===== config.mk =====
export PLATFORM = sky130hd
export DESIGN_NAME = tof_capture
export DESIGN_NICKNAME = d
export VERILOG_FILES = /design/src/rtl/lidar_pkg.sv /design/src/rtl/rise_detect.sv /design/src/rtl/tof_capture.sv
export SDC_FILE = /design/constraint.sdc
export NUM_CORES = 1
export LEC_CHECK = 0
export ABC_AREA = 1
export BUFFER_PORTS_ARGS = -buffer_cell sky130_fd_sc_hd__buf_4
export CORE_UTILIZATION = 50
export CTS_CLUSTER_SIZE = 20
export DETAILED_ROUTE_END_ITERATION = 12
export PLACE_DENSITY = 0.71
export SETUP_SLACK_MARGIN = 0.5
export SLEW_MARGIN = 10
export SYNTH_ARGS = -nofsm -noshare
export SYNTH_HDL_FRONTEND = slang
export SYNTH_SLANG_ARGS = --single-unit
export TNS_END_PERCENT = 30

===== constraint.sdc =====
create_clock -name CLK -period 2.2 [get_ports CLK]
set_clock_uncertainty 0.15 [all_clocks]
set_input_delay 0.11 -clock CLK [delete_from_list [all_inputs] [get_ports CLK]]
set_output_delay 0.11 -clock CLK [all_outputs]
set_load 0.005 [all_outputs]

===== src/rtl/lidar_pkg.sv =====
`default_nettype none
// ============================================================================
//  Module      : lidar_pkg
//  Description : Shared state encoding and constants for the TOF capture path.
//  Revision    : 1.0 - initial release
// ============================================================================
package lidar_pkg;

  typedef enum logic [1:0] {
    IDLE  = 2'd0,
    ARMED = 2'd1,
    DRAIN = 2'd2
  } tof_state_t;

  // Wide all-ones; users slice it down to their counter width.
  localparam logic [31:0] TOF_NO_RETURN = 32'hFFFF_FFFF;

  localparam int TOF_MAX_ECHO_LIMIT = 3;

endpackage
`default_nettype wire


===== src/rtl/rise_detect.sv =====
`default_nettype none
// ============================================================================
//  Module      : rise_detect
//  Description : Rising-edge pulse against a one-cycle-delayed copy, with an
//                optional synchronizer chain (SYNC_STAGES = 0 bypasses it).
//  Revision    : 1.0 - initial release
// ============================================================================
module rise_detect #(
  parameter int SYNC_STAGES = 0
) (
  input  logic CLK,
  input  logic RST,
  input  logic i_level,
  output logic o_rise
);

  logic w_sig;
  logic r_prev;

  generate
    if (SYNC_STAGES > 0) begin : g_sync
      logic [SYNC_STAGES-1:0] r_sync;

      always_ff @(posedge CLK) begin
        if (RST) begin
          r_sync <= '0;
        end else begin
          r_sync[0] <= i_level;
          for (int i = 1; i < SYNC_STAGES; i++) begin
            r_sync[i] <= r_sync[i-1];
          end
        end
      end

      assign w_sig = r_sync[SYNC_STAGES-1];
    end else begin : g_direct
      assign w_sig = i_level;
    end
  endgenerate

  always_ff @(posedge CLK) begin
    if (RST) begin
      r_prev <= 1'b0;
    end else begin
      r_prev <= w_sig;
    end
  end

  assign o_rise = w_sig & ~r_prev;

endmodule
`default_nettype wire


===== src/rtl/tof_capture.sv =====
`default_nettype none
// ============================================================================
//  Module      : tof_capture
//  Description : Measures cycles from laser start edge to up to MAX_ECHO echo
//                edges inside a window; results leave on a valid/ready stream.
//                Define TOF_ECHO_SYNC_EN to add a 2-flop ECHO synchronizer.
//  Revision    : 1.0 - initial release
// ============================================================================
module tof_capture
  import lidar_pkg::*;
#(
  parameter int COUNTER_WIDTH = 17,
  parameter int MAX_ECHO      = 3
) (
  input  logic                     CLK,
  input  logic                     RST,
  input  logic                     EN,
  input  logic                     START,
  input  logic                     ECHO,
  input  logic [COUNTER_WIDTH-1:0] WINDOW,
  output logic                     TOF_VALID,
  input  logic                     TOF_READY,
  output logic [COUNTER_WIDTH-1:0] TOF_DATA,
  output logic [1:0]               TOF_IDX,
  output logic                     TOF_LAST,
  output logic                     OVERRUN,
  output logic                     BUSY
);

`ifdef TOF_ECHO_SYNC_EN
  localparam int c_echo_sync = 2;
`else
  localparam int c_echo_sync = 0;
`endif

  localparam logic [COUNTER_WIDTH-1:0] c_no_return = TOF_NO_RETURN[COUNTER_WIDTH-1:0];
  localparam logic [COUNTER_WIDTH-1:0] c_win_max   = c_no_return - 1'b1;
  localparam logic [COUNTER_WIDTH-1:0] c_win_min   = {{(COUNTER_WIDTH-1){1'b0}}, 1'b1};
  localparam logic [1:0]               c_max_echo  = 2'(MAX_ECHO);

  tof_state_t               r_state;
  logic [COUNTER_WIDTH-1:0] r_tof;
  logic [COUNTER_WIDTH-1:0] r_window;
  logic [1:0]               r_cnt;
  logic [COUNTER_WIDTH-1:0] r_store [4];
  logic                     r_valid;
  logic [COUNTER_WIDTH-1:0] r_data;
  logic [1:0]               r_idx;
  logic                     r_last;
  logic                     r_overrun;
  logic                     r_busy;

  logic                     w_start_rise;
  logic                     w_echo_rise;
  logic [COUNTER_WIDTH-1:0] w_win_clamped;
  logic                     w_capture;
  logic [1:0]               w_cnt_next;
  logic                     w_term;
  logic [1:0]               w_load_idx;
  logic [COUNTER_WIDTH-1:0] w_load_data;
  logic                     w_load_last;

  rise_detect #(.SYNC_STAGES(0)) u_start_rise (
    .CLK     (CLK),
    .RST     (RST),
    .i_level (START),
    .o_rise  (w_start_rise)
  );

  rise_detect #(.SYNC_STAGES(c_echo_sync)) u_echo_rise (
    .CLK     (CLK),
    .RST     (RST),
    .i_level (ECHO),
    .o_rise  (w_echo_rise)
  );

  always_comb begin
    w_win_clamped = WINDOW;
    if (WINDOW == '0) begin
      w_win_clamped = c_win_min;
    end else if (WINDOW == c_no_return) begin
      w_win_clamped = c_win_max;
    end
  end

  assign w_capture  = (r_state == ARMED) && w_echo_rise && (r_cnt < c_max_echo);
  assign w_cnt_next = w_capture ? r_cnt + 2'd1 : r_cnt;
  // An echo landing on the terminating cycle is already counted in w_cnt_next.
  assign w_term     = (r_tof == r_window) || (w_cnt_next == c_max_echo);

  assign w_load_idx  = r_valid ? r_idx + 2'd1 : 2'd0;
  assign w_load_data = (r_cnt == 2'd0) ? c_no_return : r_store[w_load_idx];
  assign w_load_last = (r_cnt == 2'd0) || (w_load_idx == r_cnt - 2'd1);

  always_ff @(posedge CLK) begin
    if (w_capture) begin
      r_store[r_cnt] <= r_tof;
    end
  end

  always_ff @(posedge CLK) begin
    if (RST) begin
      r_state   <= IDLE;
      r_tof     <= '0;
      r_window  <= '0;
      r_cnt     <= 2'd0;
      r_valid   <= 1'b0;
      r_data    <= '0;
      r_idx     <= 2'd0;
      r_last    <= 1'b0;
      r_overrun <= 1'b0;
      r_busy    <= 1'b0;
    end else begin
      r_overrun <= w_start_rise && (r_state != IDLE);
      if (!EN) begin
        r_state <= IDLE;
        r_valid <= 1'b0;
        r_cnt   <= 2'd0;
        r_busy  <= 1'b0;
      end else begin
        case (r_state)
          IDLE: begin
            if (w_start_rise) begin
              r_state  <= ARMED;
              r_tof    <= c_win_min;
              r_window <= w_win_clamped;
              r_cnt    <= 2'd0;
              r_busy   <= 1'b1;
            end
          end
          ARMED: begin
            r_tof <= r_tof + 1'b1;
            r_cnt <= w_cnt_next;
            if (w_term) begin
              r_state <= DRAIN;
            end
          end
          DRAIN: begin
            if (!r_valid || TOF_READY) begin
              if (r_valid && r_last) begin
                r_state <= IDLE;
                r_valid <= 1'b0;
                r_busy  <= 1'b0;
              end else begin
                r_valid <= 1'b1;
                r_data  <= w_load_data;
                r_idx   <= w_load_idx;
                r_last  <= w_load_last;
              end
            end
          end
          default: begin
            r_state <= IDLE;
            r_valid <= 1'b0;
            r_busy  <= 1'b0;
          end
        endcase
      end
    end
  end

  assign TOF_VALID = r_valid;
  assign TOF_DATA  = r_data;
  assign TOF_IDX   = r_idx;
  assign TOF_LAST  = r_last;
  assign OVERRUN   = r_overrun;
  assign BUSY      = r_busy;

endmodule
`default_nettype wire


Word level (Yosys, flattened, before mapping)
Memories as Yosys holds them, arrays and structs flattened.
Cells that the tools add are included.
{"block": "totals", "mem_bits_rw": 68, "inputBits": 23, "latch_bits": 0, "mem_bits_ro": 0, "regBits": 63, "wordCells": 81, "memories": 1}
{"name": "r_store", "words": 4, "word_bits": 17, "read_ports": 1, "rd_ports_with_merged_regs": 0, "write_ports": 1, "line": "tof_capture.sv:45", "rtl": "logic [COUNTER_WIDTH-1:0] r_store [4];"}
{"block": "op_classes", "reduce_logical": 22, "n_eq_ne": 10, "n_shift": 0, "magnitude_cmp": 1, "n_mul": 0, "n_addsub": 4, "n_mux": 23, "n_bitwise": 8, "n_div": 0}
{"operator": "2-to-1 mux 17 bit", "count": 4}
{"operator": "case mux 17 bit (2 select lines)", "count": 1}
{"operator": "adder 17 x 1 -> 17 bit, second input constant", "count": 1}
{"operator": "equality test 17 bit", "count": 1}
{"operator": "equality test 17 bit, second input constant", "count": 1}
{"operator": "logical NOT 17 bit", "count": 1}
{"operator": "2-to-1 mux 2 bit", "count": 7}
{"operator": "AND reduction 4 bit", "count": 3}
{"operator": "inequality test 2 bit, second input constant", "count": 4}
{"operator": "2-to-1 mux 1 bit", "count": 7}
{"operator": "inverter 1 bit", "count": 6}
{"operator": "case mux 2 bit (3 select lines)", "count": 1}
{"operator": "AND reduction 3 bit", "count": 2}
{"operator": "adder 2 x 1 -> 2 bit, second input constant", "count": 2}
{"operator": "equality test 2 bit, second input constant", "count": 2}
{"operator": "logical AND 1 bit", "count": 4}
{"operator": "logical NOT 2 bit", "count": 2}
{"operator": "case mux 2 bit (2 select lines)", "count": 1}
{"operator": "AND reduction 2 bit", "count": 2}
{"operator": "nonzero test 2 bit", "count": 2}
{"operator": "OR reduction 2 bit", "count": 2}
{"operator": "logical OR 1 bit", "count": 3}
{"operator": "case mux 1 bit (3 select lines)", "count": 1}
{"operator": "bitwise AND 1 bit", "count": 2}
{"operator": "6 further kinds", "count": 6}

Longest topological paths before layout
{"block": "logic_depth", "word_depth": 9, "mapped_depth": 11, "mapped_depth_nobuf": 10}

By module
From an unflattened synthesis, not the netlist that was laid out.
{"block": "hier_totals", "cells_unflattened": 665, "area_unflattened_um2": 5750.5}
{"module": "tof_capture", "area_per_inst_um2": 5688.0, "n_inst": 1, "cells_each": 657}
{"module": "rise_detect", "area_per_inst_um2": 31.3, "n_inst": 2, "cells_each": 4}

Worst setup path after synthesis
No wires, ideal clock.
{"block": "synth_timing", "kind": "flip-flop to flip-flop", "start": "register r_state[0]", "end": "memory r_store[1][0] (enable)", "path_buffers": 0, "required_ps": 1659, "setup_ps": 391, "period_less_slack_ps": 2053, "stages_incl_launch_ff": 5, "path_slack_ps": 147, "arrival_time_ps": 1512, "path_cell_list": "dfxtp_1 > inv_1 > nor2_4 > nand3b_1 > nor2_1"}
{"block": "synth_via", "elab_chain_len": 5}
{"item": "start, declared", "line": "tof_capture.sv:41", "rtl": "tof_state_t r_state;"}
{"item": "start signal, assigned", "line": "tof_capture.sv:103", "rtl": "r_state <= IDLE;"}
{"item": "start signal, assigned", "line": "tof_capture.sv:116", "rtl": "r_state <= IDLE;"}
{"item": "start signal, assigned", "line": "tof_capture.sv:124", "rtl": "r_state <= ARMED;"}
{"item": "equality test 2 x 1 -> 1 bit", "line": "tof_capture.sv:86", "rtl": "assign w_capture = (r_state == ARMED) && w_echo_rise && (r_cnt < c_max_echo);"}
{"item": "logical AND 1 bit (2 in series)", "line": "tof_capture.sv:86"}
{"item": "2-to-1 mux 1 bit", "line": "tof_capture.sv:96", "rtl": "if (w_capture) begin"}
{"item": "2-to-1 mux 1 bit (not written as such)", "line": "tof_capture.sv:97", "rtl": "r_store[r_cnt] <= r_tof;"}
{"item": "end, declared", "line": "tof_capture.sv:45"}
Every way passes these cells.

Final worst setup path
{"block": "layout_timing", "start": "register r_cnt[0]", "end": "register r_data[13] (netlist: TOF_DATA[13])"}
{"block": "layout_via", "elab_chain_len": 2}
{"item": "start, declared", "line": "tof_capture.sv:44", "rtl": "logic [1:0] r_cnt;"}
{"item": "start signal, assigned", "line": "tof_capture.sv:133", "rtl": "r_cnt <= w_cnt_next;"}
{"item": "logical NOT 2 bit", "line": "tof_capture.sv:92", "rtl": "assign w_load_data = (r_cnt == 2'd0) ? c_no_return : r_store[w_load_idx];"}
{"item": "2-to-1 mux 17 bit", "line": "tof_capture.sv:92"}
{"item": "end signal, assigned", "line": "tof_capture.sv:146", "rtl": "r_data <= w_load_data;"}
{"item": "end, declared", "line": "tof_capture.sv:47", "rtl": "logic [COUNTER_WIDTH-1:0] r_data;"}
Every way passes these cells.
A chain may end at the register's enable or synchronous reset.

==> results_dict.tcl <==
set metrics [dict create \
    wirelength_um 13500 \
    fin_util 0.652 \
    yosysWarnings 0 \
    cp.required_ns 2.34 \
    crit_arrival_ns 1.79 \
    critPathMaxStageDelay_ns 0.38 \
    coreArea_um2 11400 \
    synth-seq-cells 131 \
    cp_cell_sequence "inv_1 -> ha_1 -> nor4_4 -> buf_6 -> a31oi_1" \
    initial_core_util 0.513 \
    synth_area_um2 5830 \
    n_fill_cell 895 \
    gp_routability_congestion 0.875 \
    drc 0 \
    layout_commonest_cell "nand2_1" \
    min_path_type "in -> reg" \
    post-route-period-util 0.747 \
    clock_sinks 131 \
    grt_max_degree 38 \
    dp_hpwl_um 8210 \
    drt_iter0_markers 368 \
    final_cell_area_um2 7410 \
    layout_common_cells "nand2_1, edfxtp_1, buf_4" \
    clkLatencyLatePin_ns 0.42 \
    cts.path.max_buffers 2 \
    synthArstFlopShare 0 \
    synth_top_cell_by_area "edfxtp_1" \
    placementRows 39 \
    ys_seq_area_frac 0.567 \
    cts_tree "done" \
    crit_type "reg -> reg" \
    cts_buffers 17 \
    antenna_found_initial 0 \
    yosys-top-cells-area "edfxtp_1, dfxtp_1, nand2_1" \
    drtPass1Iterations 5 \
    die-width_um 110 \
    vias 4867 \
    tns_ns 0 \
    final-setup-viol-count 0 \
    hold_viol_final 0 \
    powerDensity_nw_per_um2 804 \
    first_global_vias 4656 \
    leakage_nw 3.06 \
    wl_per_cell_um 14.4 \
    crit_fanout 18 \
    grt.total_usage 0.244 \
    diodes 0 \
    maxCapViolations 0 \
    synthCells 677 \
    syn_to_final_growth_pct 27.1 \
    port_buffers 45 \
    min_period_ns 1.64 \
    drive_above_1_share 0.182 \
    outcome "finished clean" \
    max_freq_ghz 0.608 \
    rsz0062_at_grt "yes" \
    final_max_slew_viol_count 0 \
    die_area_um2 12100 \
    antenna_left 0 \
    die_h_um 110 \
    cp_slowest_cell "dfxtp_4" \
    syn_area_per_cell_um2 8.61 \
    cp-start-kind "flop" \
    clk_pin_slew_ns 0.06 \
    hold_ws_ns 0.0144 \
    fin_nets 805 \
    grt_pass1_wl_um 21800 \
    ys_types 37 \
    cts_root_buf "clkbuf_16" \
    overflow 0 \
    cp_num_buf_inv 2 \
    detail_route.vias_per_cell 5.22 \
    yosysTopAreaCellShare 0.350 \
    synth_edf_count 68 \
    synth_flop_cell "edfxtp_1" \
    crit_family "flip-flops" \
    crit_path_end_kind "flop" \
    ir_drop_mv 0.708 \
    place_area_um2 6390 \
    ios 46 \
    htree_levels 4 \
]
report_power, final:
part / switching (mW) / internal [mW] / total [mW]
Clock: 1.09 / 1.90 / 3.00
Sequential: 0.0265 / 2.60 / 2.63
Combinational: 0.192 / 0.143 / 0.335
stage by stage:
| stage | setup WS [ns] | instances | power [mW] |
|---|---|---|---|
| 2_1_floorplan | 0.372 | 693 | 2.85 |
| 3_3_place_gp | 0.415 | 876 | 2.95 |
| 3_5_place_dp | 0.308 | 876 | 2.96 |
| 4_1_cts | 0.467 | 933 | 5.97 |
| 5_1_grt | 0.465 | 933 | 6.12 |
| 6_report | 0.556 | 933 | 5.96 |
worst reg2reg max path: cells and delay by family (launching register included):
kind	cells	cell delay, ns
adders and majority gates	1	0.26
DFF	1	0.38
AOI/OAI and AO/OA	1	0.12
buffers and inverters	2	0.33
and+or+nand+nor	1	0.28
sequential cells by signal, summed over array words and instances, names as in the netlist, 2 cells and up:
| register | count |
|---|---|
| TOF_IDX | 2 |
| r_state | 2 |
| r_cnt | 2 |
| r_store | 68 |
| r_tof | 17 |
| TOF_DATA | 17 |
| r_window | 17 |
per-layer routing:
layer  up-vias  wire length [µm]  track usage
li1       2433                 -            -
met1      2265              5800        0.291
met2       142              6650        0.413
met3        27               726       0.0587
met4         0               288        0.116
met5         -                 0            0
Yosys cell counts (2+ instances only):
cell and number:
inv_1 53, edfxtp_1 68, buf_4 3, nand3_1 41, buf_6 7, nor2_1 42, xnor2_1 2, a31oi_1 19
nor2_4 3, nand4_1 17, nand2_2 2, inv_2 3, nand2_1 248, a21oi_1 20, clkbuf_1 8, dfxtp_1 63
o21ai_0 38, ha_1 5, nor3_1 10, clkinv_1 2, and2_1 2, nor3_4 2, buf_2 4, xor2_1 2
kinds of logic after synthesis:
group	Yosys count	share of synthesized area
xor+xnor	4	0.00601
buf+inv	82	0.0651
flops	131	0.567
fa+ha+maj	5	0.0107
compound gates	81	0.0762
simple gates	373	0.275
other cells	1	0.000643
worst paths after layout:
path               start            to  slack [ns]  cells after the start
max             r_cnt[0]  TOF_DATA[13]        0.56                      5
max reg2reg     r_cnt[0]  TOF_DATA[13]        0.56                      5
min            TOF_READY     TOF_VALID        0.01                      6
min reg2reg  r_window[4]   r_window[4]        0.32                      2
cell type report:
cell class / count / area [µm²] / share of cell area
clock buffers: 17 / 425 / 0.0574
clock inverters: 15 / 208 / 0.0280
multi-input cells: 480 / 2260 / 0.305
flip-flops and latches: 131 / 3330 / 0.449
well taps: 143 / 179 / 0.0241
repair buffers: 88 / 748 / 0.101
inverters: 59 / 260 / 0.0351
repair_timing:
action | in CTS | in global routing
endpoints found under the setup margin | 90 | 100
hold buffers | 23 | 0
pin swaps | 0 | 5
gates resized for setup | 7 | 39
hold endpoints to repair | 31 | 0
setup buffers | 2 | 0
gates cloned | 0 | 0
Power figures use the tool's default switching activity.
